`config.mk`:
```
export PLATFORM = sky130hd
export DESIGN_NAME = reg_file
export DESIGN_NICKNAME = d
export VERILOG_FILES = /design/src/rtl/reg_file.sv
export SDC_FILE = /design/constraint.sdc
export NUM_CORES = 2
export LEC_CHECK = 0
export CORE_ASPECT_RATIO = 0.9
export CORE_UTILIZATION = 40
export CTS_CLUSTER_SIZE = 30
export DETAILED_ROUTE_END_ITERATION = 16
export GPL_ROUTABILITY_DRIVEN = 1
export SLEW_MARGIN = 20
export SYNTH_ARGS = -nofsm -noshare
export SYNTH_HDL_FRONTEND = slang
export SYNTH_SLANG_ARGS = --single-unit
```
`constraint.sdc`:
```
create_clock -name clk -period 66.5 [get_ports clk]
set_input_delay 13.3 -clock clk [delete_from_list [all_inputs] [get_ports clk]]
set_output_delay 13.3 -clock clk [all_outputs]
set_load 0.1 [all_outputs]
```
`src/rtl/reg_file.sv`:
```
// Architectural register file: two combinational operand read ports, one debug read port,
// one synchronous write port; register 0 is hardwired to zero.
module reg_file #(
  parameter int unsigned DATA_W = 32,
  parameter int unsigned ADDR_W = 5
) (
  input  logic              clk,
  input  logic              rst,
  input  logic [ADDR_W-1:0] rf_rs_addr,
  input  logic [ADDR_W-1:0] rf_rt_addr,
  output logic [DATA_W-1:0] rf_ra,
  output logic [DATA_W-1:0] rf_rb,
  input  logic              cu_reg_we,
  input  logic [ADDR_W-1:0] rf_wr_addr,
  input  logic [DATA_W-1:0] rf_wr_data,
  input  logic [ADDR_W-1:0] dbg_addr,
  output logic [DATA_W-1:0] dbg_data
);

  localparam int unsigned NumRegs = 1 << ADDR_W;

  logic [NumRegs-1:0][DATA_W-1:0] mem_q, mem_d;

  // Entry 0 is cleared by reset and never written, so it stays zero as well.
  always_comb begin
    mem_d = mem_q;
    if (cu_reg_we && (rf_wr_addr != '0)) begin
      mem_d[rf_wr_addr] = rf_wr_data;
    end
  end

  always_ff @(posedge clk or posedge rst) begin
    if (rst) begin
      mem_q <= '0;
    end else begin
      mem_q <= mem_d;
    end
  end

  // Reads come straight from storage with no write bypass; the writeback value depends
  // combinationally on these ports, so a bypass would close a loop.
  always_comb begin
    rf_ra    = (rf_rs_addr == '0) ? '0 : mem_q[rf_rs_addr];
    rf_rb    = (rf_rt_addr == '0) ? '0 : mem_q[rf_rt_addr];
    dbg_data = (dbg_addr == '0)   ? '0 : mem_q[dbg_addr];
  end

endmodule

```
# [Word level (Yosys, flattened, before mapping)]
# Cells that the tools add are included.
[word_totals] register_bits=1024 word_cells=55 in_bits=55
[classes] n_lt_le_gt_ge=5 mux=12 reduce_logical=6
[op_table] op="$bwmux W1024" n=1
[op_table] op="$bmux W32 S5" n=3
[op_table] op="$mux W32" n=7
[op_table] op="$demux W32 S5" n=1
[op_table] op="$lt A5 B6 Y1 const B" n=4
[op_table] op="$logic_not A5 Y1" n=3
[op_table] op="$ge A5 B1 Y1 const B" n=1
[op_table] op="$reduce_bool A5 Y1" n=1
[op_table] op="$logic_and A1 B1 Y1" n=2

# [Longest topological paths before layout]
[logic_depth] word_depth=5 depth_mapped=10

# [Least setup slack after synthesis]
# OpenSTA, ideal clock, no wires.
[synth_timing] path_kind="input to output" from="input rf_rs_addr[2]" to="output rf_ra[8]" setup_slack_ps=35511 n_path_buf=4 arrival_ps=17689 stages=8 path_cell_list="buf_2 > buf_2 > buf_2 > buf_2 > nor2_1 > a22oi_1 > a21oi_1 > a2111oi_1"
[synth_between] elab_chain_cells=3 word_cells_on_any_way=4
[synth_lines] element="start, declared" line_no="9" text="input logic [ADDR_W-1:0] rf_rs_addr,"
[synth_lines] element="$bmux W32 S5" line_no="43" text="rf_ra = (rf_rs_addr == '0) ? '0 : mem_q[rf_rs_addr];"
[synth_lines] element="$mux W32 (implied by the code)" line_no="43"
[synth_lines] element="$mux W32 *" line_no="43"
[synth_lines] element="end, declared" line_no="11" text="output logic [DATA_W-1:0] rf_ra,"
# Every way passes the cells marked *; elsewhere a longest branch is shown, timed or not. The select of a mux whose other input is x is not followed.

# [Worst setup path after layout]
[layout_timing] from="input rf_rs_addr[2]" to="output rf_ra[12]"
# Same word-level chain as after synthesis.

==> results.md <==
- Critical Path End Type: output pin
- CORE AREA: 0.155 mm²
- Post-route minimum period: 32.48 ns
- Cts bufs inserted: around 120
- Most frequent cell after synthesis: mux2_2
- GP Congestion: 0.867
- Die width: between 400 and 500 µm
- Worst Reg-to-Reg Cells: 1
- Post-synth EDFFs: 0
- Ys Warns: 0
- Number of nets with antenna violations after routing: 0
- Die area: approximately 0.16 mm²
- Critical Path Start: rf_rs_addr[2]
- Largest net degree at the start of global routing: about 150
- Register-to-register setup slack: ~66 ns
- Area grow syn2layout: 11.0%
- Aggregate routed wire length: approximately 240,000 µm
- Total congestion overflow: 0
- Share of layout cells above drive strength 1: 0.457
- Post-synth top area share: 0.407
- Pleak: a little under 0.03 µW
- Global-route wire length before repair: about 350,000 µm
- Nets: around 4,400
- PostCTS Resize Cnt: 0
- Crit start category: input port
- R2R Path Start: mem_q[87]
- Final core occ: 0.449
- Setup bufs post-CTS: 0
- Post-DR vias/cell: 6.85
- Root Buffer: clkbuf_16
- Vias in the first global route: 44,500
- Initial Util: 0.405
- # hold bufs at CTS: 0
- Final worst path period share: 0.488
- First-iteration detailed-routing DRC count: 5,138
- Die H: 378 µm
- #FFs+latches synth: around 1,000
- Setup TNS: 0 ns
- H-tree levels: 3
- CTS tree: done
- Regs by FF count: mem_q x1024
- Max Fclk: ~31 MHz
- Final-report hold violation count: 0
- Area contributors post-synth: dfrtp_1 (41%), mux4_2 (20%), mux2_2 (19%), mux2i_1 (7.3%), a22oi_1 (2.1%)
- CP endpoint: rf_ra[12]
- Final Setup Violations: 0
- CTS Sinks: between 1,000 and 1,500
- Max FFs per register: a little over 1,000
- Sequential area share after synthesis: 0.407
- Crit path max fanout: a little over 40
- Number of fill cells in the layout: ~14,000
- Slew HR: 0.146
- Maxcap violations: 0
- Final Non-Filler Cells: approximately 6,500
- RSZ-0062 raised after global routing: false
- Crit path DAT: 19.18 ns
- Port bufs: 150
- DRC: 0
- DP HPWL: approximately 140,000 µm
- DR vias: 44,800
- Final Cell Area: 0.0699 mm²
- CP required: about 53 ns
- Placed Cells incl. Taps: 6,312
- Worst Tran Pin Value: 1.27 ns
- Syn avg cell area: 14.0 µm²
- Placement-stage cell area: around 0.066 mm²
- IR drop worst, VDD: about 0.023 mV
- CTS Buffer Depth: 3
- Clk pin slew, worst setup/hold paths: ~0.060 ns
- Synthesized area: between 0.06 and 0.07 mm²
- Largest register by flop count: mem_q
- Top post-synthesis cells by count: mux2_2 (1,067), dfrtp_1 (1,024), mux4_2 (559)
- Global Route Usage Sum: 0.308
- Max Transition Viols Final: 0
- Setup Skew: 0 ns
- I/O pin count: between 150 and 200
- Reg-to-Reg End: mem_q[87]
- Crit Path Class: in2out
- Top cell type by total area after synthesis: dfrtp_1
- Power Dens Cells: approximately 30 mW/mm²
- Cells after Synth: between 4,000 and 5,000
- Synth Flop Type: dfrtp_1
- Clock latency at the later pin of the worst-skew pair: around 0.73 ns
- Syn Nets: 4,556
- Drt wl/cell: roughly 37 µm
- Synth unique cells: 46
- First-pass iteration count of the detailed router: 5
- Row cnt: between 100 and 150
- Hold Path Class: reg2reg
- Status: completed
- Initial antenna violation count: 17
- Asr flop ratio synth: 1.00
-- layout make-up --
class	instances	area (µm²)	share of cell area
Timing Repair Buffer	261	2400	0.0344
Antenna cell	6	15.0	0.000215
Clock inverter	43	546	0.00781
Clock buffer	172	3430	0.0492
Sequential cell	1024	25600	0.367
Inverter	3	18.8	0.000269
Tap cell	2085	2610	0.0373
Multi-Input combinational cell	2940	35200	0.504
-- worst min-delay path by stage --
stage	slack, ns	endpoint	cells past startpoint	from
finish	0.41	mem_q[22]	0	mem_q[22]
global route	0.44	mem_q[17]	0	mem_q[17]
CTS	0.42	mem_q[22]	0	mem_q[22]
detailed placement	0.40	mem_q[22]	0	mem_q[22]
global placement	0.40	mem_q[22]	0	mem_q[22]
floorplan	0.46	mem_q[0]	1	mem_q[0]
-- through the flow --
| stage | hold slack, ns | total power [µW] | setup slack [ns] |
|---|---|---|---|
| floorplan | 0.458 | 1270 | 24.38 |
| global placement | 0.405 | 1410 | 34.10 |
| CTS | 0.418 | 2100 | 34.16 |
| global route | 0.441 | 2180 | 34.09 |
| finish | 0.415 | 2100 | 34.02 |
| detailed placement | 0.405 | 1430 | 34.19 |
-- per-layer routing --
| layer | vias up | share of wire | GRT usage |
|---|---|---|---|
| met4 | 12 | 0.065 | 0.169 |
| li1 | 17400 | - | - |
| met2 | 2709 | 0.45 | 0.461 |
| met5 | - | 0.00027 | 0 |
| met3 | 740 | 0.10 | 0.0770 |
| met1 | 23900 | 0.39 | 0.408 |
-- layout by cell type (no fill, tap or decap), drive strengths merged, types with 5 or more instances in the layout --
cell type,netlist,layout
clkinv,2,21
o221ai,26,26
clkbuf,279,173
a31oi,14,14
diode,0,6
clkdlybuf4s50,0,122
bufinv,0,11
nand3b,5,5
mux2,1067,1067
nor4,38,38
o21ai,33,33
inv,1,7
and2,21,21
o22ai,41,41
nor2b,93,93
dfrtp,1024,1024
nand2,45,45
a211oi,97,97
mux2i,457,457
a21oi,92,92
a22oi,179,179
o32ai,14,14
mux4,559,559
a2111oi,23,23
nor3,35,35
a311oi,5,5
clkinvlp,0,7
nor2,25,25
buf,255,138
a22o,36,36
nand3,6,6
-- worst max-delay path: stages --
cell,delay [ns]
buf_6,0.28
buf_4,0.64
buf_4,0.69
buf_4,0.72
or3b_2,0.81
buf_4,0.34
o221ai_1,0.24
a211oi_1,0.08
nor3_1,0.73
clkdlybuf4s50_1,1.29
-- where the power goes --
part	leakage [µW]	internal, µW	switching [µW]	total, µW
Sequential	0.0131	742	122	864
Combinational	0.0143	285	276	561
Clock	0.00195	398	282	680
-- cell families (layout without fill, tap and decap cells) --
logic type,count (synthesis),count (layout),share of synthesized area
multiplexers,2083,2083,0.464
other,0,6,0
AND/OR/NAND/NOR,291,291,0.0258
buffers and inverters,537,479,0.0394
AO/OA/AOI/OAI,566,566,0.0637
flip-flops,1024,1024,0.407
Note: power is estimated with default switching activity, not from simulation.
